### config.mk
export PLATFORM = sky130hd
export DESIGN_NAME = pc_seq_ctrl_flat
export DESIGN_NICKNAME = d
export VERILOG_FILES = /design/src/rtl/cpu_pkg.sv /design/src/rtl/pc_seq_ctrl_if.sv /design/src/rtl/pc_seq_ctrl.sv /design/src/flat_wrapper.sv
export SDC_FILE = /design/constraint.sdc
export NUM_CORES = 1
export LEC_CHECK = 0
export BUFFER_PORTS_ARGS = -buffer_cell sky130_fd_sc_hd__buf_4
export CAP_MARGIN = 20
export CORE_MARGIN = 3
export CORE_UTILIZATION = 40
export CTS_BUF_LIST = sky130_fd_sc_hd__clkbuf_16
export CTS_CLUSTER_SIZE = 25
export DETAILED_ROUTE_END_ITERATION = 8
export HOLD_SLACK_MARGIN = 0.08
export MAX_ROUTING_LAYER = met4
export PLACE_DENSITY = 0.79
export SKIP_CTS_REPAIR_TIMING = 1
export SLEW_MARGIN = 40
export SYNTH_ARGS = -nofsm -noshare
export SYNTH_HDL_FRONTEND = slang
export SYNTH_SLANG_ARGS = --single-unit
### constraint.sdc
create_clock -name clk -period 1.29 [get_ports clk]
set_input_delay 0.0645 -clock clk [delete_from_list [all_inputs] [get_ports clk]]
set_output_delay 0.0645 -clock clk [all_outputs]
set_load 0.05 [all_outputs]
### src/rtl/cpu_pkg.sv
// Shared CPU control definitions: PC sequencer states, op/select/cause codes and exception vectors.
package cpu_pkg;

    localparam int unsigned PC_OP_W  = 3;
    localparam int unsigned PC_SRC_W = 3;
    localparam int unsigned CAUSE_W  = 2;
    localparam int unsigned ADDR_W   = 32;
    localparam int unsigned TMO_W    = 8;

    typedef enum logic [2:0] {
        ST_IDLE = 3'd0,
        ST_EPC  = 3'd1,
        ST_RD   = 3'd2,
        ST_WAIT = 3'd3,
        ST_LOAD = 3'd4
    } state_t;

    localparam logic [PC_OP_W-1:0] OP_INC  = PC_OP_W'(0);
    localparam logic [PC_OP_W-1:0] OP_JR   = PC_OP_W'(1);
    localparam logic [PC_OP_W-1:0] OP_J    = PC_OP_W'(2);
    localparam logic [PC_OP_W-1:0] OP_BR   = PC_OP_W'(3);
    localparam logic [PC_OP_W-1:0] OP_ERET = PC_OP_W'(4);

    localparam logic [PC_SRC_W-1:0] SRC_REGA   = PC_SRC_W'(0);
    localparam logic [PC_SRC_W-1:0] SRC_ALU    = PC_SRC_W'(1);
    localparam logic [PC_SRC_W-1:0] SRC_JMP    = PC_SRC_W'(2);
    localparam logic [PC_SRC_W-1:0] SRC_ALUOUT = PC_SRC_W'(3);
    localparam logic [PC_SRC_W-1:0] SRC_EPC    = PC_SRC_W'(4);
    localparam logic [PC_SRC_W-1:0] SRC_EXC    = PC_SRC_W'(5);

    localparam logic [CAUSE_W-1:0] CAUSE_NONE   = CAUSE_W'(0);
    localparam logic [CAUSE_W-1:0] CAUSE_OPCODE = CAUSE_W'(1);
    localparam logic [CAUSE_W-1:0] CAUSE_OVF    = CAUSE_W'(2);
    localparam logic [CAUSE_W-1:0] CAUSE_DIV0   = CAUSE_W'(3);

    localparam logic [ADDR_W-1:0] VEC_OPCODE = ADDR_W'(253);
    localparam logic [ADDR_W-1:0] VEC_OVF    = ADDR_W'(254);
    localparam logic [ADDR_W-1:0] VEC_DIV0   = ADDR_W'(255);

    // Last count value in ST_WAIT: counts 0..254 give 255 wait cycles before the forced load.
    localparam logic [TMO_W-1:0] TMO_LAST = TMO_W'(254);

    function automatic logic [ADDR_W-1:0] vec_of(input logic [CAUSE_W-1:0] c);
        logic [ADDR_W-1:0] v;
        v = '0;
        case (c)
            CAUSE_OPCODE: v = VEC_OPCODE;
            CAUSE_OVF:    v = VEC_OVF;
            CAUSE_DIV0:   v = VEC_DIV0;
            default:      v = '0;
        endcase
        return v;
    endfunction

endpackage

### src/rtl/pc_seq_ctrl_if.sv
// Handshake bundle between main control / memory and the PC sequencer.
interface pc_seq_ctrl_if;
    import cpu_pkg::*;

    logic                 pc_req;
    logic [PC_OP_W-1:0]   pc_op;
    logic                 br_taken;
    logic                 exc_opcode;
    logic                 exc_ovf;
    logic                 exc_div0;
    logic                 mem_ack;
    logic [PC_SRC_W-1:0]  pc_src;
    logic                 pc_write;
    logic                 epc_write;
    logic                 excp_rd;
    logic [ADDR_W-1:0]    excp_addr;
    logic [CAUSE_W-1:0]   cause;
    logic                 busy;

    modport master (
        output pc_req, pc_op, br_taken, exc_opcode, exc_ovf, exc_div0, mem_ack,
        input  pc_src, pc_write, epc_write, excp_rd, excp_addr, cause, busy
    );

    modport slave (
        input  pc_req, pc_op, br_taken, exc_opcode, exc_ovf, exc_div0, mem_ack,
        output pc_src, pc_write, epc_write, excp_rd, excp_addr, cause, busy
    );

endinterface

### src/rtl/pc_seq_ctrl.sv
// PC update sequencer: same-cycle PC updates in idle, multi-cycle exception entry
// (EPC save, vector read with timeout, vector load).
module pc_seq_ctrl
    import cpu_pkg::*;
(
    input  logic         clk,
    input  logic         reset_n,
    pc_seq_ctrl_if.slave bus
);

    state_t              state_q, state_d;
    logic [CAUSE_W-1:0]  cause_q, cause_d;
    logic [TMO_W-1:0]    cnt_q, cnt_d;

    logic                pc_write;
    logic [PC_SRC_W-1:0] pc_src;
    logic                epc_write;
    logic                excp_rd;
    logic [ADDR_W-1:0]   excp_addr;
    logic                busy;
    logic                any_exc;

    assign any_exc = bus.exc_opcode | bus.exc_ovf | bus.exc_div0;

    // State, cause and timeout registers.
    always_ff @(posedge clk or negedge reset_n) begin
        if (!reset_n) begin
            state_q <= ST_IDLE;
            cause_q <= CAUSE_NONE;
            cnt_q   <= '0;
        end else begin
            state_q <= state_d;
            cause_q <= cause_d;
            cnt_q   <= cnt_d;
        end
    end

    // Next-state and output decode.
    always_comb begin
        state_d   = state_q;
        cause_d   = cause_q;
        cnt_d     = '0;
        pc_write  = 1'b0;
        pc_src    = SRC_ALU;
        epc_write = 1'b0;
        excp_rd   = 1'b0;
        excp_addr = '0;
        busy      = 1'b1;

        case (state_q)
            ST_IDLE: begin
                busy = 1'b0;
                // Idle decode is combinational, so gate it while reset is asserted.
                if (reset_n) begin
                    if (any_exc) begin
                        if (bus.exc_opcode)   cause_d = CAUSE_OPCODE;
                        else if (bus.exc_ovf) cause_d = CAUSE_OVF;
                        else                  cause_d = CAUSE_DIV0;
                        state_d = ST_EPC;
                    end else if (bus.pc_req) begin
                        case (bus.pc_op)
                            OP_INC: begin
                                pc_write = 1'b1;
                                pc_src   = SRC_ALU;
                            end
                            OP_JR: begin
                                pc_write = 1'b1;
                                pc_src   = SRC_REGA;
                            end
                            OP_J: begin
                                pc_write = 1'b1;
                                pc_src   = SRC_JMP;
                            end
                            OP_BR: begin
                                if (bus.br_taken) begin
                                    pc_write = 1'b1;
                                    pc_src   = SRC_ALUOUT;
                                end
                            end
                            OP_ERET: begin
                                pc_write = 1'b1;
                                pc_src   = SRC_EPC;
                            end
                            default: ;
                        endcase
                    end
                end
            end
            ST_EPC: begin
                epc_write = 1'b1;
                state_d   = ST_RD;
            end
            ST_RD: begin
                excp_rd   = 1'b1;
                excp_addr = vec_of(cause_q);
                state_d   = ST_WAIT;
            end
            ST_WAIT: begin
                excp_addr = vec_of(cause_q);
                if (bus.mem_ack || (cnt_q == TMO_LAST)) begin
                    state_d = ST_LOAD;
                end else begin
                    cnt_d = cnt_q + TMO_W'(1);
                end
            end
            ST_LOAD: begin
                excp_addr = vec_of(cause_q);
                pc_write  = 1'b1;
                pc_src    = SRC_EXC;
                state_d   = ST_IDLE;
            end
            default: begin
                state_d = ST_IDLE;
            end
        endcase
    end

    assign bus.pc_write  = pc_write;
    assign bus.pc_src    = pc_src;
    assign bus.epc_write = epc_write;
    assign bus.excp_rd   = excp_rd;
    assign bus.excp_addr = excp_addr;
    assign bus.cause     = cause_q;
    assign bus.busy      = busy;

endmodule

### src/flat_wrapper.sv
// flat-port wrapper written by rule: the top's interface ports become plain ports
module pc_seq_ctrl_flat import cpu_pkg::*;
  (clk, reset_n, bus_pc_req, bus_pc_op, bus_br_taken, bus_exc_opcode, bus_exc_ovf, bus_exc_div0, bus_mem_ack, bus_pc_src, bus_pc_write, bus_epc_write, bus_excp_rd, bus_excp_addr, bus_cause, bus_busy);
  pc_seq_ctrl_if bus_i ();
  input  logic clk;
  input  logic reset_n;
  input wire logic [$bits(bus_i.pc_req)-1:0] bus_pc_req;
  input wire logic [$bits(bus_i.pc_op)-1:0] bus_pc_op;
  input wire logic [$bits(bus_i.br_taken)-1:0] bus_br_taken;
  input wire logic [$bits(bus_i.exc_opcode)-1:0] bus_exc_opcode;
  input wire logic [$bits(bus_i.exc_ovf)-1:0] bus_exc_ovf;
  input wire logic [$bits(bus_i.exc_div0)-1:0] bus_exc_div0;
  input wire logic [$bits(bus_i.mem_ack)-1:0] bus_mem_ack;
  output wire logic [$bits(bus_i.pc_src)-1:0] bus_pc_src;
  output wire logic [$bits(bus_i.pc_write)-1:0] bus_pc_write;
  output wire logic [$bits(bus_i.epc_write)-1:0] bus_epc_write;
  output wire logic [$bits(bus_i.excp_rd)-1:0] bus_excp_rd;
  output wire logic [$bits(bus_i.excp_addr)-1:0] bus_excp_addr;
  output wire logic [$bits(bus_i.cause)-1:0] bus_cause;
  output wire logic [$bits(bus_i.busy)-1:0] bus_busy;
  assign bus_i.pc_req = bus_pc_req;
  assign bus_i.pc_op = bus_pc_op;
  assign bus_i.br_taken = bus_br_taken;
  assign bus_i.exc_opcode = bus_exc_opcode;
  assign bus_i.exc_ovf = bus_exc_ovf;
  assign bus_i.exc_div0 = bus_exc_div0;
  assign bus_i.mem_ack = bus_mem_ack;
  assign bus_pc_src = bus_i.pc_src;
  assign bus_pc_write = bus_i.pc_write;
  assign bus_epc_write = bus_i.epc_write;
  assign bus_excp_rd = bus_i.excp_rd;
  assign bus_excp_addr = bus_i.excp_addr;
  assign bus_cause = bus_i.cause;
  assign bus_busy = bus_i.busy;
  pc_seq_ctrl u_core (.clk(clk), .reset_n(reset_n), .bus(bus_i));
endmodule
==> results.cfg, run 1 <==
[synth]
synth_common_cells = buf_4 (30), dfrtp_1 (13), nor2_1 (10)
syn_inst = 115
synth_top_area_share_pct = 31.3
post-synth-top-count-cell = buf_4
ys_types = 41
ys.flop_type = dfrtp_1
synth_edf_count = 0
ys_ff_latch = 13
ys_warn_count = 0
synthTopCellsByArea = dfrtp_1 (31%), buf_4 (22%), nor2_1 (3.6%)
synthArstFlopShare_pct = 100
synthesis.area_mm2 = 0.00104
post-synth-top-area-cell = dfrtp_1
seq_area_frac_synth_pct = 31.3
synth.avg_cell_area_um2 = 9.03

[clocking]
cts_buffers = 3
htreeDepth = 1
clock_latency_ns = 0.24
clkTransAtPathRegs_ns = 0.05
root_buffer = clkbuf_16
cts_tree = yes
cts_sinks = 13
clock_path_buffers = 2

[global_route]
overflow = 0
antenna_found_initial = 0
grt_pass1_vias = 818
grt_pass1_wl_mm = 3.70
grt_start_max_net_pins = 15
track_usage_pct = 15.0

[outcome]
violations = setup timing
status = finished with violations

[critical_path]
worst_path_max_delay_cell = dfrtp_1
worst_setup_path_end_kind = output pin
crit_required_ns = 1.23
critPathArrivalTime_ns = 1.60
path_buf_inv = 1
cp_max_fo = 4
critical_path_class = reg2out
critPathLaunchType = register
crit_chain = nor4b_4 -> nand3_2 -> or2_1 -> buf_6
cpLargestDelayFamily = simple AND/OR/NAND/NOR gates
max_stage_delay_ns = 0.41

[power]
p_int_w = 0.00210
p_sw_w = 0.00209
clkPwrFrac_pct = 14.0
p_seq_share_pct = 14.4
power_density_mw_per_mm2 = 2660
p_leak_nw = 0.735
ir_drop_mv = 2.52
pwr-share-comb_pct = 71.6
swShare_pct = 49.9

[finish]
fill_cells = 184
final_cells = 186
syn2layout_area_growth_pct = 51.9
drive_gt1_share_pct = 48.1
nNetsFinal = 172
antenna-diode-count = 0

[placement]
dp_cells = 176
port-buffer-count = 27
gp_congestion = 0.825
place_ws_ns = -0.145
hpwlAfterDp_mm = 1.79

[sta]
maxSlewViolCount = 0
hold_viol_final = 0
finalCriticalPeriod_ns = 1.66
clock_skew_ns = 0.00151
setup_tns_ns = -4.44
setup_slack_ns = -0.374
rsz0062_at_grt = yes
finalSetupViolations = 20
timing.hold.ws_ns = 0.0743
fin_crit_sh_pct = 129
fmax_ghz = 0.601

[routing]
drt-total-wl_mm = 2.69
vias = 936
drtAntennaViolNets = 0
post_drt_wl_per_cell_um = 14.5
first_pass_iters = 4
drcViolationCount = 0
drtIter0Drc = 19
via_per_inst = 5.03

[die]
num_rows = 17
pin_count = 52
core_mm2 = 0.00234
die_h_um = 57.0
die_area_mm2 = 0.00324
die_w_um = 57.0
start_util_pct = 44.4

[job]
drv_cap = 0

[worst_hold_path]
hold_path_class = in2reg
## path summary, 6_finish.rpt
kind	start	endpoint	slack, ns	cells after the start
worst max-delay path	u_core.state_q[2]$_DFFE_PN0P_	bus_pc_src[0]	-0.37	4
worst min-delay path	bus_exc_opcode	u_core.bus.cause[0]$_DFFE_PN0P_	0.07	2
worst max register to register	u_core.state_q[2]$_DFFE_PN0P_	u_core.state_q[2]$_DFFE_PN0P_	-0.08	4
worst min register to register	u_core.cnt_q[0]$_DFF_PN0_	u_core.cnt_q[0]$_DFF_PN0_	0.59	2
max in group asynchronous	reset_n	u_core.cnt_q[5]$_DFF_PN0_	0.80	3
min in group asynchronous	reset_n	u_core.cnt_q[4]$_DFF_PN0_	0.31	3
## through the flow
stage	cell area (um^2)	util, %	power [W]
floorplan	1220	-	0.00274
global placement	1290	55.0	0.00297
detailed placement	1290	55.0	0.00301
CTS	1370	58.3	0.00360
global route	1580	67.4	0.00435
finish	1580	67.4	0.00419
## logic make-up after synthesis
logic type               Yosys count  synth area share [%]
AO/OA/AOI/OAI                     23                  14.7
XOR/XNOR                           3                  2.53
adder cells (fa/ha/maj)            2                  2.41
buffers and inverters             33                  23.5
flip-flops                        13                  31.3
multiplexers                       1                 0.964
other                              1                 0.361
AND/OR/NAND/NOR                   39                  24.2
## worst register-to-register path: stages, from the launching register on
cell and delay (ns):
dfrtp_1 0.41, buf_4 0.20, and4bb_2 0.36, o21ai_4 0.11, and4b_1 0.18
## power by group through the flow
stage               clock network [W]  logic [W]  registers [W]
global route                 0.000617    0.00311       0.000616
finish                       0.000585    0.00300       0.000606
detailed placement                  0    0.00240       0.000602
floorplan                           0    0.00205       0.000698
CTS                          0.000584    0.00242       0.000599
global placement                    0    0.00237       0.000592
## sequential cells by signal, summed over array words and instances, names as in the netlist
| name | cells |
|---|---|
| u_core.cnt_q | 8 |
| u_core.state_q | 3 |
| u_core.bus.cause | 2 |
## layout make-up
cell class,count,area (um^2),share of cell area (%)
Timing Repair Buffer,47,448,28.4
Clock inverter,1,3.75,0.238
Multi-Input combinational cell,92,682,43.2
Tap cell,28,35.0,2.22
Clock buffer,3,75.1,4.76
Inverter,2,7.51,0.476
Sequential cell,13,327,20.7
## routing by layer
metal | part of all wire [%] | global-route usage [%] | vias up
li1 | - | - | 436
met1 | 37 | 17.4 | 449
met2 | 54 | 24.3 | 45
met3 | 6.7 | 2.04 | 6
met4 | 2.0 | 9.60 | 0
met5 | 0 | - | -
## cell usage in the layout, fill, tap and decap left out, types with 2 or more instances in the layout
cell type      instances
a21boi_1               2
a21oi_1                6
buf_4                 27
buf_6                 12
buf_8                  6
clkbuf_16              3
conb_1                24
dfrtp_1               12
dlygate4sd3_1          2
inv_1                  3
nand2_1                3
nand3_1                2
nand3_2                2
nor2_1                 7
nor2_2                 2
nor2b_4                2
nor3b_4                2
o21ai_0                3
o221a_2                2
xor2_1                 2
(Power assumes the default switching activity.)
==> run 2: changes to the inputs <==
Settings changed: CORE_UTILIZATION 40 to 41, MAX_ROUTING_LAYER met4 to default, PLACE_DENSITY 0.79 to 0.81.
==> run 2 against run 1 <==
  * The flow still finishes with violations (setup timing)
  * Critical path depth is the same
  * Fmax down 3.0%
  * Setup slack lost 0.052 ns
==> results.cfg, run 2 (same netlist as run 1, synthesis figures left out) <==
[critical_path]
worst_setup_path_end_kind = output pin
critical_path_class = reg2out
critPathLaunchType = register
cp_max_fo = 4
crit_chain = nor4b_4 -> nand3_2 -> or2_1 -> buf_6
cpLargestDelayFamily = simple AND/OR/NAND/NOR gates
worst_path_max_delay_cell = dfrtp_1
path_buf_inv = 1
max_stage_delay_ns = 0.40
r2r-start = u_core.state_q[2]$_DFFE_PN0P_
reg2reg_depth = 5
reg2reg_slack_ns = -0.06
crit_required_ns = 1.23
reg2reg_to = u_core.cnt_q[2]$_DFF_PN0_
critPathArrivalTime_ns = 1.65

[clocking]
clock_path_buffers = 2
cts_sinks = 13
clkTransAtPathRegs_ns = 0.04
root_buffer = clkbuf_16
cts_buffers = 3
htreeDepth = 1
cts_tree = yes
clock_latency_ns = 0.25

[finish]
nNetsFinal = 174
final_cells = 188
largest_register_ffs = 8
final_cell_mix = buf_4 (30), conb_1 (24), buf_6 (14)
regMostFlops = u_core.cnt_q
antenna-diode-count = 0
drive_gt1_share_pct = 47.5
finalInstanceArea_mm2 = 0.00158
mostFrequentLayoutCell = buf_4
syn2layout_area_growth_pct = 52.2

[die]
start_util_pct = 45.2
pin_count = 52
core_mm2 = 0.00230
num_rows = 17
die_area_mm2 = 0.00317
die_w_um = 56.3
die_h_um = 56.3

[global_route]
grt_pass1_wl_mm = 3.81
overflow = 0
grt_start_max_net_pins = 15
antenna_found_initial = 0
grt_pass1_vias = 877
track_usage_pct = 15.3

[placement]
hpwlAfterDp_mm = 1.77
detailed_place.area_mm2 = 0.00129
dp_cells = 176
gp_congestion = 0.803
port-buffer-count = 27

[sta]
finalCriticalPeriod_ns = 1.72
fin_crit_sh_pct = 133
maxSlewViolCount = 0
setup_tns_ns = -5.60
rsz0062_at_grt = yes
hold_viol_final = 0
finalSetupViolations = 24
fmax_ghz = 0.583
timing.hold.ws_ns = 0.177
setup_slack_ns = -0.426
clock_skew_ns = 0.000924

[job]
drv_cap = 0

[routing]
first_pass_iters = 4
vias = 975
drt-total-wl_mm = 3.11
via_per_inst = 5.19
drtIter0Drc = 23
drcViolationCount = 0
drtAntennaViolNets = 0
post_drt_wl_per_cell_um = 16.5

[worst_hold_path]
min_from = bus_exc_ovf
hold_path_depth = 3
hold_path_class = in2reg
min_to = u_core.bus.cause[0]$_DFFE_PN0P_

[outcome]
violations = setup timing
status = finished with violations

[power]
power_density_mw_per_mm2 = 2600
ir_drop_mv = 2.70
p_leak_nw = 0.738
[run 2: cell types whose count changed in the layout (fill, tap and decap cells not counted), sizes merged]
cell	change
buf	+2
[run 2: worst reg2reg max path, cell delays in order (launching register included)]
cell and delay, ns:
dfrtp_1 0.40, buf_4 0.20, and4bb_2 0.36, o21ai_4 0.09, buf_4 0.15, nor2_1 0.09
[run 2: worst max path at each step]
stage	start	endpoint	slack (ns)	depth (start not counted)
floorplan	u_core.state_q[1]$_DFFE_PN0P_	bus_pc_write	-0.31	4
CTS	u_core.state_q[1]$_DFFE_PN0P_	bus_pc_src[0]	-0.42	4
detailed placement	u_core.state_q[1]$_DFFE_PN0P_	bus_pc_src[0]	-0.16	4
global route	u_core.state_q[2]$_DFFE_PN0P_	bus_pc_src[0]	-0.51	4
finish	u_core.state_q[2]$_DFFE_PN0P_	bus_pc_src[0]	-0.43	4
global placement	u_core.state_q[1]$_DFFE_PN0P_	bus_pc_src[0]	-0.08	4
[run 2: layout make-up]
type                    count  area, um^2
inverters                   2        7.51
multi-input cells          92         686
flip-flops and latches     13         325
repair buffers             49         448
clock inverters             1        3.75
clock buffers               3        75.1
well taps                  28        35.0
fillers                   163         717
[run 2: where the power goes]
| group | switching (W) | internal [W] |
|---|---|---|
| Sequential | 0.000111 | 0.000496 |
| Combinational | 0.00179 | 0.00112 |
| Clock | 0.000183 | 0.000410 |
[run 2: per-layer routing]
layer  wire, um  GRT usage [%]
met5          0              0
met2       1580           25.7
met4         80           8.81
met1       1220           17.5
met3        230           3.91
[run 2: stage by stage]
step | worst slack [ns] | total power (W) | utilization, %
3_3_place_gp | -0.0775 | 0.00297 | 56.0
2_1_floorplan | -0.310 | 0.00274 | -
3_5_place_dp | -0.159 | 0.00301 | 56.0
5_1_grt | -0.506 | 0.00424 | 68.8
6_report | -0.426 | 0.00411 | 68.8
4_1_cts | -0.419 | 0.00361 | 59.4
==> run 3: changes to the inputs <==
Settings changed: PLACE_DENSITY 0.81 to 0.76, SKIP_LAST_GASP from default to 1.
==> run 3 against run 2 <==
  * The flow still finishes with violations (setup timing)
  * Setup slack gained 0.081 ns
  * Hold slack improved by 0.0044 ns
  * Clock skew barely moved
  * Register-to-register slack is essentially flat
  * Die area is the same
  * Sequential share of layout area shrank 0.13 points
  * First-iteration DRC count shrank 13%
  * Cell area up 1.0%
  * Via count decreased by 4.2%
  * Power rose by 3.6%
  * Core utilization rose by 0.71 points
  * Critical path type unchanged
  * Largest power group unchanged
==> results.cfg, run 3 (same netlist as run 1, synthesis figures left out) <==
[sta]
clock_skew_ns = 0.00112
maxSlewViolCount = 0
hold_viol_final = 0
finalCriticalPeriod_ns = 1.63
rsz0062_at_grt = yes
fmax_ghz = 0.612
finalSetupViolations = 24
setup_tns_ns = -4.69
fin_crit_sh_pct = 127
setup_slack_ns = -0.345

[power]
p_sw_w = 0.00211
pwr-share-comb_pct = 72.0
ir_drop_mv = 2.71
p_seq_share_pct = 14.2
swShare_pct = 49.5
p_int_w = 0.00215
p_leak_nw = 0.742
p_total_w = 0.00426
clkPwrFrac_pct = 13.8
power_density_mw_per_mm2 = 2670

[routing]
via_per_inst = 4.94
route.met3.wl_um = 157
post_drt_wl_per_cell_um = 14.1
drcViolationCount = 0
wl_met2_mm = 1.43
drt-total-wl_mm = 2.67
drtAntennaViolNets = 0
drtIter0Drc = 20
highest_layer = met4
vias = 934
first_pass_iters = 4
wl_met1_mm = 1.06

[die]
core_mm2 = 0.00230
die_area_mm2 = 0.00317
start_util_pct = 45.2
die_h_um = 56.3
die_w_um = 56.3
num_rows = 17
pin_count = 52

[clocking]
cts_tree = yes
root_buffer = clkbuf_16
htreeDepth = 1
clock_latency_ns = 0.24
cts_sinks = 13
clkTransAtPathRegs_ns = 0.05
clock_path_buffers = 2
cts_buffers = 3

[critical_path]
critical_path_class = reg2out
worst_path_max_delay_cell = dfrtp_1
critPathLaunchType = register
crit_chain = nor4b_4 -> nand3_2 -> or2_1 -> buf_6
worst_setup_path_end_kind = output pin
critPathArrivalTime_ns = 1.57
max_stage_delay_ns = 0.40
cp_max_fo = 4
crit_required_ns = 1.23

[global_route]
grt_pass1_wl_mm = 3.77
antenna_found_initial = 0
grt_start_max_net_pins = 15
grt_pass1_vias = 847
overflow = 0
track_usage_pct = 14.7

[placement]
port-buffer-count = 27
gp_congestion = 0.843
place_ws_ns = -0.120
dp_cells = 179
hpwlAfterDp_mm = 1.82

[finish]
drive_gt1_share_pct = 47.8
regMostFlops = u_core.cnt_q
largest_register_ffs = 8
nNetsFinal = 175
final_cells = 189
syn2layout_area_growth_pct = 53.7
antenna-diode-count = 0
final_cell_mix = buf_4 (29), conb_1 (24), buf_6 (12), dfrtp_1 (12), nor2_1 (8)
mostFrequentLayoutCell = buf_4
final_util_pct = 69.5

[job]
drv_cap = 0

[outcome]
status = finished with violations
violations = setup timing

[worst_hold_path]
hold_path_class = in2reg
[run 3: cell count changes in the layout (fill, tap and decap cells not counted), sizes merged]
cell / before / now
buf: 47 / 48
[run 3: power by group through the flow]
| stage | logic, W | clock network (W) | registers, W |
|---|---|---|---|
| 3_3_place_gp | 0.00240 | 0 | 0.000596 |
| 4_1_cts | 0.00246 | 0.000584 | 0.000600 |
| 5_1_grt | 0.00319 | 0.000627 | 0.000618 |
| 3_5_place_dp | 0.00245 | 0 | 0.000603 |
| 2_1_floorplan | 0.00205 | 0 | 0.000698 |
| 6_report | 0.00307 | 0.000588 | 0.000603 |
[run 3: final timing paths]
path                       slack, ns  cells past startpoint                               to                     startpoint
max                            -0.34                      4                    bus_pc_src[0]  u_core.state_q[2]$_DFFE_PN0P_
max reg2reg                    -0.07                      5        u_core.cnt_q[1]$_DFF_PN0_  u_core.state_q[2]$_DFFE_PN0P_
max in group asynchronous       0.77                      3        u_core.cnt_q[1]$_DFF_PN0_                        reset_n
min in group asynchronous       0.33                      3        u_core.cnt_q[7]$_DFF_PN0_                        reset_n
min reg2reg                     0.60                      1        u_core.cnt_q[5]$_DFF_PN0_      u_core.cnt_q[5]$_DFF_PN0_
min                             0.18                      3  u_core.bus.cause[0]$_DFFE_PN0P_                    bus_exc_ovf
[run 3: stage by stage]
step / hold slack [ns] / area, um^2
2_1_floorplan: -0.231 / 1220
3_3_place_gp: 0.0250 / 1310
3_5_place_dp: 0.0278 / 1310
5_1_grt: 0.182 / 1600
4_1_cts: -0.229 / 1390
6_report: 0.182 / 1600
[run 3: routing by layer]
metal / up-vias / GRT usage (%)
met3: 2 / 3.91
li1: 441 / -
met4: 0 / 5.42
met2: 36 / 27.4
met5: - / 0
met1: 455 / 15.5
[run 3: layout make-up]
cell class,count,area [um^2]
inverter,2,7.51
clock inverter,1,3.75
multi-input combinational,92,671
sequential,13,327
clock buffer,3,75.1
tap,28,35.0
timing repair buffer,50,478
fill,153,701
[run 3: critical path: cells and delay by family (launching register included)]
family / cells / cell delay, ns
buffers and inverters: 1 / 0.15
flip-flops: 1 / 0.40
AND/OR/NAND/NOR: 3 / 0.78
